### src/rtl/easyaxi_slv.sv
// ---------------------------------------------------------------------------
// easyaxi_slv
//
// Far-end responder for an EASYAXI_MST-style AR channel. Accepted AR requests
// are queued in a small in-order FIFO. A response engine pops one entry at a
// time, waits RSP_DLY cycles and then presents a single-beat R response. The
// read data is derived from the request (araddr + arid), so every beat is
// predictable.
//
// Parameters:
//   DATA_WIDTH  R-channel data width (>= AXI_ADDR_WIDTH)
//   FIFO_DEPTH  outstanding AR entries (power of two, >= 2)
//   RSP_DLY     wait cycles between pop and rvalid (0..255)
//   ADDR_MAX    highest decodable address (decode-error build only)
//
// Ports:
//   clk, rst_n                      clock, asynchronous active-low reset
//   axi_slv_arvalid/arready         AR handshake
//   axi_slv_arid, axi_slv_araddr    AR payload
//   axi_slv_rvalid/rready           R handshake
//   axi_slv_rid, rdata, rresp, rlast  R payload (single beat, rlast always 1)
//
// Build option:
//   EASYAXI_SLV_DECERR_EN  when defined, araddr > ADDR_MAX answers DECERR
//                          (rresp=2'b11, rdata=0). Default build: always OKAY.
//
// ID/address widths come from AXI_ID_WIDTH / AXI_ADDR_WIDTH; defaults are
// supplied here when no project-wide definition is present.
// ---------------------------------------------------------------------------
`ifndef AXI_ID_WIDTH
`define AXI_ID_WIDTH 4
`endif
`ifndef AXI_ADDR_WIDTH
`define AXI_ADDR_WIDTH 16
`endif

module easyaxi_slv #(
    parameter int                         DATA_WIDTH = 32,
    parameter int                         FIFO_DEPTH = 4,
    parameter int                         RSP_DLY    = 2,
    parameter logic [`AXI_ADDR_WIDTH-1:0] ADDR_MAX   = '0
) (
    input  logic                       clk,
    input  logic                       rst_n,
    input  logic                       axi_slv_arvalid,
    output logic                       axi_slv_arready,
    input  logic [`AXI_ID_WIDTH-1:0]   axi_slv_arid,
    input  logic [`AXI_ADDR_WIDTH-1:0] axi_slv_araddr,
    output logic                       axi_slv_rvalid,
    input  logic                       axi_slv_rready,
    output logic [`AXI_ID_WIDTH-1:0]   axi_slv_rid,
    output logic [DATA_WIDTH-1:0]      axi_slv_rdata,
    output logic [1:0]                 axi_slv_rresp,
    output logic                       axi_slv_rlast
);

    localparam int ID_W   = `AXI_ID_WIDTH;
    localparam int ADDR_W = `AXI_ADDR_WIDTH;
    localparam int ENT_W  = ID_W + ADDR_W;
    localparam int PTR_W  = $clog2(FIFO_DEPTH);

    localparam logic [PTR_W:0] FULL_CNT = (PTR_W + 1)'(FIFO_DEPTH);
    localparam logic [7:0]     DLY_LOAD = 8'(RSP_DLY);

`ifdef EASYAXI_SLV_DECERR_EN
    localparam bit DECERR_EN = 1'b1;
`else
    localparam bit DECERR_EN = 1'b0;
`endif

    localparam logic [1:0] RESP_OKAY   = 2'b00;
    localparam logic [1:0] RESP_DECERR = 2'b11;

    typedef enum logic [1:0] {
        ST_IDLE,
        ST_WAIT,
        ST_RESP
    } state_t;

    // -----------------------------------------------------------------------
    // AR FIFO
    // -----------------------------------------------------------------------
    logic [ENT_W-1:0]  fifo_mem [FIFO_DEPTH];
    logic [PTR_W-1:0]  wr_ptr;
    logic [PTR_W-1:0]  rd_ptr;
    logic [PTR_W:0]    count;
    logic              push;
    logic              pop;
    logic [ID_W-1:0]   head_id;
    logic [ADDR_W-1:0] head_addr;

    state_t            state;
    logic [7:0]        dly_cnt;

    // Ready depends only on registered occupancy, never on arvalid.
    assign axi_slv_arready = (count != FULL_CNT);
    assign push            = axi_slv_arvalid & axi_slv_arready;
    // The pop is the engine's IDLE->WAIT transition.
    assign pop             = (state == ST_IDLE) && (count != '0);

    assign {head_id, head_addr} = fifo_mem[rd_ptr];

    // NOTE: the storage array carries no reset; validity is tracked by count
    // and the pointers, so resetting the entries would only add reset fan-out.
    always_ff @(posedge clk) begin
        if (push) begin
            fifo_mem[wr_ptr] <= {axi_slv_arid, axi_slv_araddr};
        end
    end

    // NOTE: sequential state uses non-blocking assignments so every register
    // samples pre-edge values regardless of block ordering.
    always_ff @(posedge clk or negedge rst_n) begin
        if (!rst_n) begin
            wr_ptr <= '0;
            rd_ptr <= '0;
            count  <= '0;
        end else begin
            // Pointers are log2(depth) bits wide, so they wrap naturally.
            if (push) wr_ptr <= wr_ptr + 1'b1;
            if (pop)  rd_ptr <= rd_ptr + 1'b1;
            case ({push, pop})
                2'b10:   count <= count + 1'b1;
                2'b01:   count <= count - 1'b1;
                default: count <= count;
            endcase
        end
    end

    // -----------------------------------------------------------------------
    // Response payload for the FIFO head
    // -----------------------------------------------------------------------
    logic [DATA_WIDTH-1:0] rsp_data;
    logic [1:0]            rsp_resp;

    // NOTE: every output of this block gets a default first so no path can
    // leave it unassigned and infer a latch.
    always_comb begin
        rsp_resp = RESP_OKAY;
        rsp_data = DATA_WIDTH'(head_addr) + DATA_WIDTH'(head_id);
        // Constant-folds away in the default build.
        if (DECERR_EN && (head_addr > ADDR_MAX)) begin
            rsp_resp = RESP_DECERR;
            rsp_data = '0;
        end
    end

    // -----------------------------------------------------------------------
    // Response engine: IDLE -> WAIT (RSP_DLY cycles) -> RESP
    // -----------------------------------------------------------------------
    always_ff @(posedge clk or negedge rst_n) begin
        if (!rst_n) begin
            state          <= ST_IDLE;
            dly_cnt        <= '0;
            axi_slv_rvalid <= 1'b0;
            axi_slv_rlast  <= 1'b0;
            axi_slv_rid    <= '0;
            axi_slv_rdata  <= '0;
            axi_slv_rresp  <= RESP_OKAY;
        end else begin
            case (state)
                ST_IDLE: begin
                    if (pop) begin
                        // Payload is latched here and stays put through RESP.
                        axi_slv_rid   <= head_id;
                        axi_slv_rdata <= rsp_data;
                        axi_slv_rresp <= rsp_resp;
                        dly_cnt       <= DLY_LOAD;
                        state         <= ST_WAIT;
                    end
                end
                ST_WAIT: begin
                    if (dly_cnt == '0) begin
                        axi_slv_rvalid <= 1'b1;
                        axi_slv_rlast  <= 1'b1;
                        state          <= ST_RESP;
                    end else begin
                        dly_cnt <= dly_cnt - 1'b1;
                    end
                end
                ST_RESP: begin
                    if (axi_slv_rready) begin
                        axi_slv_rvalid <= 1'b0;
                        axi_slv_rlast  <= 1'b0;
                        state          <= ST_IDLE;
                    end
                end
                default: begin
                    axi_slv_rvalid <= 1'b0;
                    axi_slv_rlast  <= 1'b0;
                    state          <= ST_IDLE;
                end
            endcase
        end
    end

endmodule

### config.mk
export PLATFORM = sky130hd
export DESIGN_NAME = easyaxi_slv
export DESIGN_NICKNAME = d
export VERILOG_FILES = /design/src/rtl/easyaxi_slv.sv
export SDC_FILE = /design/constraint.sdc
export NUM_CORES = 1
export LEC_CHECK = 0
export BUFFER_PORTS_ARGS = -buffer_cell sky130_fd_sc_hd__buf_2
export CAP_MARGIN = 20
export CORE_ASPECT_RATIO = 1.5
export CORE_MARGIN = 2
export CORE_UTILIZATION = 35
export CTS_BUF_LIST = sky130_fd_sc_hd__clkbuf_16
export CTS_CLUSTER_SIZE = 16
export DETAILED_ROUTE_END_ITERATION = 10
export PLACE_DENSITY_LB_ADDON = 0.15
export SYNTH_ARGS = -nofsm -noshare
export SYNTH_HDL_FRONTEND = slang
export SYNTH_SLANG_ARGS = --single-unit
### constraint.sdc
create_clock -name clk -period 3.1 [get_ports clk]
set_input_delay 0.31 -clock clk [delete_from_list [all_inputs] [get_ports clk]]
set_output_delay 0.31 -clock clk [all_outputs]
set_load 0.01 [all_outputs]
==> impl_metrics.sql, run 1 <==
INSERT INTO impl_metrics (metric_group, metric, value, unit) VALUES
('global_route', 'grt_use_total', '13.3', '%'),
('timing', 'timing.final.max_slew_violations', '0', ''),
('clocking', 'clock-root-buffer', 'clkbuf_16', ''),
('timing', 'fin_crit_share', '86.1', '%'),
('power_and_ir_drop', 'total_power', '6.77', 'mW'),
('timing', 'period_needed', '2.67', 'ns'),
('global_route', 'grt_start_max_net_pins', '40', ''),
('clocking', 'clk_pin_slew', '0.06', 'ns'),
('place', 'place_inst', '579', ''),
('synthesis', 'yosys-top-cells-area', 'edfxtp_1 (47%), dfrtp_1 (19%), mux4_2 (7.0%), nand2_1 (3.1%), ha_1 (2.7%)', ''),
('synthesis', 'total_of_flip_flops_plus_latches_after_synthesis', '119', ''),
('power_and_ir_drop', 'power_density', '1100', 'nW/µm²'),
('timing', 'final.setup.tns', '0', 'ns'),
('place', 'place_hpwl', '6.41', 'mm'),
('synthesis', 'ys_types', '44', ''),
('worst_setup_path', 'worst_setup_path_startpoint', 'rd_ptr[0]', ''),
('clocking', 'cts_inserted_buffers', '17', ''),
('global_route', 'grt_first_pass_wirelength', '15.5', 'mm'),
('timing', 'fmax', '374', 'MHz'),
('layout', 'fin_cells', '611', ''),
('synthesis', 'synth.yosys.seq_area_share', '66.0', '%'),
('synthesis', 'synthesized_instance_count', '336', ''),
('layout', 'flow.area_growth_from_synthesis', '20.4', '%'),
('worst_setup_path', 'end_kind', 'register', ''),
('worst_setup_path', 'path_max_fanout', '15', ''),
('clocking', 'tritoncts', 'done', ''),
('worst_setup_path', 'cp_data_required_time', '3.38', 'ns'),
('detailed_routing', 'drt_wl_total', '9.42', 'mm'),
('clocking', 'htreeDepth', '4', ''),
('synthesis', 'netlist_area', '5120', 'µm²'),
('clocking', 'cts-resized-gates', '0', ''),
('synthesis', 'ys.warnings.count', '0', ''),
('synthesis', 'yosys.area.top_type', 'edfxtp_1', ''),
('worst_setup_path', 'ff2ff_path_depth', '9', ''),
('timing', 'final_count_of_negative_setup_slack_endpoints', '0', ''),
('detailed_routing', 'drc', '0', ''),
('detailed_routing', 'postRouteAntennaNets', '0', ''),
('layout', 'area_used_by_multi_input_combinational_logic', '1580', 'µm²'),
('place', 'place.port_buffers', '47', ''),
('die', 'floorplan.die.height', '152', 'µm'),
('layout', 'area.sequential', '3380', 'µm²'),
('timing', 'max-slew-margin-rel', '40.3', '%'),
('power_and_ir_drop', 'total_leakage_power', '2.42', 'nW'),
('worst_setup_path', 'critical_register_to_register_path_endpoint', 'axi_slv_rdata[13]', ''),
('layout', 'diodes', '0', ''),
('clocking', 'clk-insertion-delay-late', '0.41', 'ns'),
('detailed_routing', 'dr.first_iter.drc_count', '104', ''),
('clocking', 'hold_buffers', '0', ''),
('detailed_routing', 'num_vias', '2807', ''),
('place', 'globalplace.congestion', '0.709', ''),
('worst_setup_path', 'timing.critical_path.from_type', 'register', ''),
('synthesis', 'avgSynthCellArea', '15.2', 'µm²'),
('worst_setup_path', 'rrSetupSlack', '0.43', 'ns'),
('timing', 'worst_slew_pin_slew', '0.896', 'ns'),
('clocking', 'post-cts-setup-buffers', '0', ''),
('timing', 'setup_ws_final', '0.430', 'ns'),
('global_route', 'antenna_found_initial', '0', ''),
('detailed_routing', 'vias_per_cell', '4.59', ''),
('power_and_ir_drop', 'vdd.ir_drop.worst', '0.394', 'mV'),
('clocking', 'cts.sink_count', '119', ''),
('clocking', 'clk_path_buf_depth', '2', ''),
('status', 'outcome', 'completed', ''),
('worst_setup_path', 'worstPathArrival', '2.95', 'ns'),
('timing', 'hold_violation_total_from_the_final_report', '0', ''),
('worst_setup_path', 'rr_startpoint', 'rd_ptr[0]', ''),
('detailed_routing', 'wl_per_cell', '15.4', 'µm'),
('die', 'floorplan.initialDensity', '35.4', '%'),
('die', 'die_wd', '103', 'µm'),
('die', 'num_io_pins', '65', ''),
('place', 'dp_worst_setup_slack', '0.393', 'ns'),
('run', 'cap_viol_max_count', '0', '');
-- worst max-delay path: stages, from the launching register on --
cell	delay (ns)
dfrtp_1	0.49
buf_4	0.34
mux4_2	0.54
ha_1	0.34
o21a_1	0.14
a21oi_1	0.06
buf_4	0.16
nor4_1	0.22
xnor2_1	0.17
o21ai_1	0.07
-- worst max-delay path by stage --
stage,endpoint,depth (start not counted)
detailed placement,axi_slv_rdata[13],9
finish,axi_slv_rdata[13],9
CTS,axi_slv_rdata[13],9
global route,axi_slv_rdata[11],9
floorplan,axi_slv_rdata[10],10
global placement,axi_slv_rdata[13],9
-- final cells by class --
cell class                      instances  area share, %
Sequential cell                       119           54.8
Multi-Input combinational cell        196           25.7
Clock buffer                           17           6.90
Timing Repair Buffer                   58           5.16
Tap cell                              196           3.98
Clock inverter                         15           2.86
Inverter                               10          0.609
-- cell usage in the layout, fill, tap and decap left out, types with 2 or more instances in the layout --
cell        count
inv_1           9
clkbuf_16      17
o31a_1          2
nor3_1          4
nor4_1          5
o21ai_0        13
nor2_1         13
nand2_1        42
xor2_1          8
o21a_1          3
clkinv_2        2
nor4_2          2
clkinv_4        2
conb_1         17
fa_1            2
buf_2          47
a21o_1          2
mux4_1          4
mux4_2         16
a21oi_1         4
buf_4          11
clkinv_1        2
bufinv_16       3
inv_6           2
ha_1           11
edfxtp_1       80
clkinvlp_4      5
mux2i_1         3
dfrtp_1        39
nand3_1         3
and3_1          5
xnor2_1        15
o21ai_1         7
o211ai_1        2
-- kinds of logic after synthesis --
family	synth area share [%]
adder cells (fa/ha/maj)	3.47
flip-flops	66.0
AND/OR/NAND/NOR	8.24
AO/OA/AOI/OAI	4.38
multiplexers	9.68
other	0.0733
XOR/XNOR	3.94
buffers and inverters	4.23
-- cells in the mapped netlist (all sizes together) --
cell,n
mux2i,3
a21oi,4
clkinv,1
or3,1
buf,23
a21o,2
ha,11
o211ai,2
nand2,42
nor2,13
o21ai,20
nor4,8
conb,1
and2,1
or2,1
nand3,4
nand2b,1
nor3b,1
xor2,8
a31oi,1
nor2b,1
and3,5
edfxtp,80
a41oi,1
nor3,4
mux4,20
xnor2,15
a211o,1
nand4,1
inv,9
a32o,1
o31a,2
fa,2
clkbuf,4
o21a,3
dfrtp,39
-- state kept, by name, summed over array words and instances, names as in the netlist --
register and count:
axi_slv_rdata 17, state 2, rd_ptr 2, dly_cnt 8, fifo_mem 80, axi_slv_rid 4, axi_slv_rlast 1, count 3
wr_ptr 2
-- power by group --
part,switching [mW],internal (mW),total (mW)
Clock,0.712,1.26,1.97
Sequential,0.226,2.17,2.40
Combinational,1.36,1.03,2.40
Total,2.30,4.47,6.77
-- stage by stage --
step,instance area [µm²],utilization [%]
2_1_floorplan,5180,-
3_3_place_gp,5560,38.5
3_5_place_dp,5560,38.5
4_1_cts,6160,42.6
5_1_grt,6160,42.6
6_report,6160,42.6
-- per-layer routing --
layer	wire, µm	track usage, %	vias up
li1	-	-	1343
met1	4050	15.9	1388
met2	4800	22.3	63
met3	395	4.05	13
met4	168	5.20	0
met5	0	0	-
(Power assumes the default switching activity.)
==> run 2: changes to the inputs <==
Settings changed: MAX_ROUTING_LAYER set to met4.
==> impl_metrics.sql, run 2 (synthesis results as in run 1) <==
INSERT INTO impl_metrics (metric_group, metric, value, unit) VALUES
('status', 'outcome', 'completed', ''),
('power_and_ir_drop', 'sequentialPowerShare', '35.4', '%'),
('global_route', 'grt_use_total', '13.7', '%'),
('detailed_routing', 'num_vias', '2804', ''),
('min_path', 'worst_hold_path_type', 'in2async', ''),
('clocking', 'clk_path_buf_depth', '2', ''),
('timing', 'final.setup.tns', '0', 'ns'),
('worst_setup_path', 'worstPathArrival', '2.94', 'ns'),
('layout', 'highest_count_cells_in_the_layout_ignoring_fill_and_taps', 'edfxtp_1 (80), buf_2 (47), nand2_1 (42)', ''),
('detailed_routing', 'drc', '0', ''),
('timing', 'fin_crit_share', '86.0', '%'),
('timing', 'fmax', '375', 'MHz'),
('detailed_routing', 'vias_per_cell', '4.59', ''),
('layout', 'finish.net_count', '439', ''),
('layout', 'final_layout_size_suffix_gt1_share', '26.7', '%'),
('power_and_ir_drop', 'power.clock.fraction', '29.2', '%'),
('clocking', 'cts_inserted_buffers', '17', ''),
('timing', 'grt_setup_unrepaired', 'false', ''),
('layout', 'number_of_flip_flops_in_the_largest_register', '80', ''),
('die', 'die_wd', '103', 'µm'),
('power_and_ir_drop', 'total_power', '6.76', 'mW'),
('place', 'area_after_dpl', '5560', 'µm²'),
('die', 'floorplan.initialDensity', '35.4', '%'),
('clocking', 'htreeDepth', '4', ''),
('timing', 'finalClockSkew', '0.00893', 'ns'),
('global_route', 'grt_start_max_net_pins', '40', ''),
('global_route', 'grt_first_pass_wirelength', '15.5', 'mm'),
('global_route', 'overflow', '0', ''),
('layout', 'area.sequential', '3380', 'µm²'),
('layout', 'final_cell_utilization_of_the_core', '42.6', '%'),
('timing', 'hold_violation_total_from_the_final_report', '0', ''),
('die', 'floorplan.die_area', '15600', 'µm²'),
('clocking', 'cts-resized-gates', '0', ''),
('worst_setup_path', 'cp_data_required_time', '3.38', 'ns'),
('worst_setup_path', 'worst-setup-path-type', 'reg2reg', ''),
('place', 'place_hpwl', '6.41', 'mm'),
('layout', 'final_design_area_no_fill', '6160', 'µm²'),
('timing', 'whs', '0.0312', 'ns'),
('layout', 'flow.area_growth_from_synthesis', '20.4', '%'),
('layout', 'nFillCells', '1344', ''),
('global_route', 'grt_pass1_vias', '3036', ''),
('place', 'globalplace.congestion', '0.717', ''),
('worst_setup_path', 'timing.critical_path.from_type', 'register', ''),
('clocking', 'hold_buffers', '0', ''),
('timing', 'period_needed', '2.67', 'ns'),
('power_and_ir_drop', 'switching_portion_of_total_power', '34.0', '%'),
('clocking', 'clk_pin_slew', '0.06', 'ns'),
('timing', 'max-slew-margin-rel', '40.3', '%'),
('place', 'place.port_buffers', '47', ''),
('detailed_routing', 'wl_per_cell', '15.4', 'µm'),
('power_and_ir_drop', 'total_leakage_power', '2.42', 'nW'),
('worst_setup_path', 'end_kind', 'register', ''),
('power_and_ir_drop', 'power_density', '1100', 'nW/µm²'),
('layout', 'area_used_by_multi_input_combinational_logic', '1580', 'µm²'),
('worst_setup_path', 'path_max_fanout', '15', ''),
('power_and_ir_drop', 'netSwitchingPower', '2.30', 'mW'),
('layout', 'diodes', '0', ''),
('clocking', 'cts.sink_count', '119', ''),
('layout', 'largest_register', 'fifo_mem', ''),
('timing', 'timing.final.max_slew_violations', '0', ''),
('run', 'cap_viol_max_count', '0', ''),
('layout', 'reg_top3', 'fifo_mem (80), axi_slv_rdata (17), dly_cnt (8)', ''),
('global_route', 'antenna_found_initial', '0', ''),
('worst_setup_path', 'ff2ff_path_depth', '9', ''),
('clocking', 'clk-insertion-delay-late', '0.41', 'ns'),
('detailed_routing', 'postRouteAntennaNets', '0', ''),
('layout', 'layout.cells.most_common', 'edfxtp_1', ''),
('die', 'placeableCoreArea', '14500', 'µm²'),
('detailed_routing', 'detailedRoute.firstPassIterationCount', '4', ''),
('detailed_routing', 'dr.first_iter.drc_count', '100', ''),
('clocking', 'post-cts-setup-buffers', '0', ''),
('die', 'floorplan.die.height', '152', 'µm'),
('power_and_ir_drop', 'internal_power', '4.47', 'mW'),
('clocking', 'clock-root-buffer', 'clkbuf_16', ''),
('timing', 'final_count_of_negative_setup_slack_endpoints', '0', ''),
('power_and_ir_drop', 'power.share.combinational', '35.4', '%'),
('die', 'num_io_pins', '65', ''),
('timing', 'worst_slew_pin_slew', '0.895', 'ns'),
('power_and_ir_drop', 'vdd.ir_drop.worst', '0.390', 'mV'),
('detailed_routing', 'drt_wl_total', '9.40', 'mm'),
('clocking', 'tritoncts', 'done', ''),
('die', 'floorplan.rows', '54', '');
==> run 2: cell counts in the layout (fill, tap and decap cells not counted) <==
Identical to the previous run, type by type.
==> run 2: final cells by class <==
type | instances | share of cell area [%]
Clock buffer | 17 | 6.90
Clock inverter | 15 | 2.86
Inverter | 10 | 0.609
Multi-Input combinational cell | 196 | 25.7
Sequential cell | 119 | 54.8
Tap cell | 196 | 3.98
Timing Repair Buffer | 58 | 5.16
==> run 2: power by group through the flow <==
stage                     sequential [mW]  combinational [mW]  clock [mW]
final                                2.40                2.39        1.97
after global routing                 2.46                2.70        2.09
after CTS                            2.41                2.46        2.02
after detailed placement             2.44                2.44           0
after global placement               2.43                2.43           0
after floorplan                      2.42                1.72           0
==> run 2: metrics by stage <==
stage,worst slack (ns),std cells
2_1_floorplan,0.0137,352
3_3_place_gp,0.422,579
3_5_place_dp,0.393,579
4_1_cts,0.373,611
5_1_grt,0.242,611
6_report,0.433,611
==> run 2: critical path, cell delays in order, from the launching register on <==
cell,delay [ns]
dfrtp_1,0.49
buf_4,0.34
mux4_2,0.54
ha_1,0.34
o21a_1,0.14
a21oi_1,0.06
buf_4,0.16
nor4_1,0.22
xnor2_1,0.17
o21ai_1,0.07
==> run 2: path summary, 6_finish.rpt <==
check                                         from           endpoint  slack, ns
worst max-delay path                     rd_ptr[0]  axi_slv_rdata[13]       0.43
worst min-delay path                         rst_n           count[1]       0.03
worst max register to register           rd_ptr[0]  axi_slv_rdata[13]       0.43
worst min register to register    axi_slv_rdata[1]   axi_slv_rdata[1]       0.48
max in group asynchronous                    rst_n   axi_slv_rdata[2]       2.50
min in group clk                axi_slv_araddr[12]    fifo_mem[0][12]       0.12
==> run 2: metal layers <==
| metal | part of all wire [%] | GRT usage (%) |
|---|---|---|
| met3 | 4.1 | 4.09 |
| met4 | 0.83 | 5.01 |
| met5 | 0 | - |
| met2 | 52 | 22.3 |
| met1 | 43 | 16.0 |
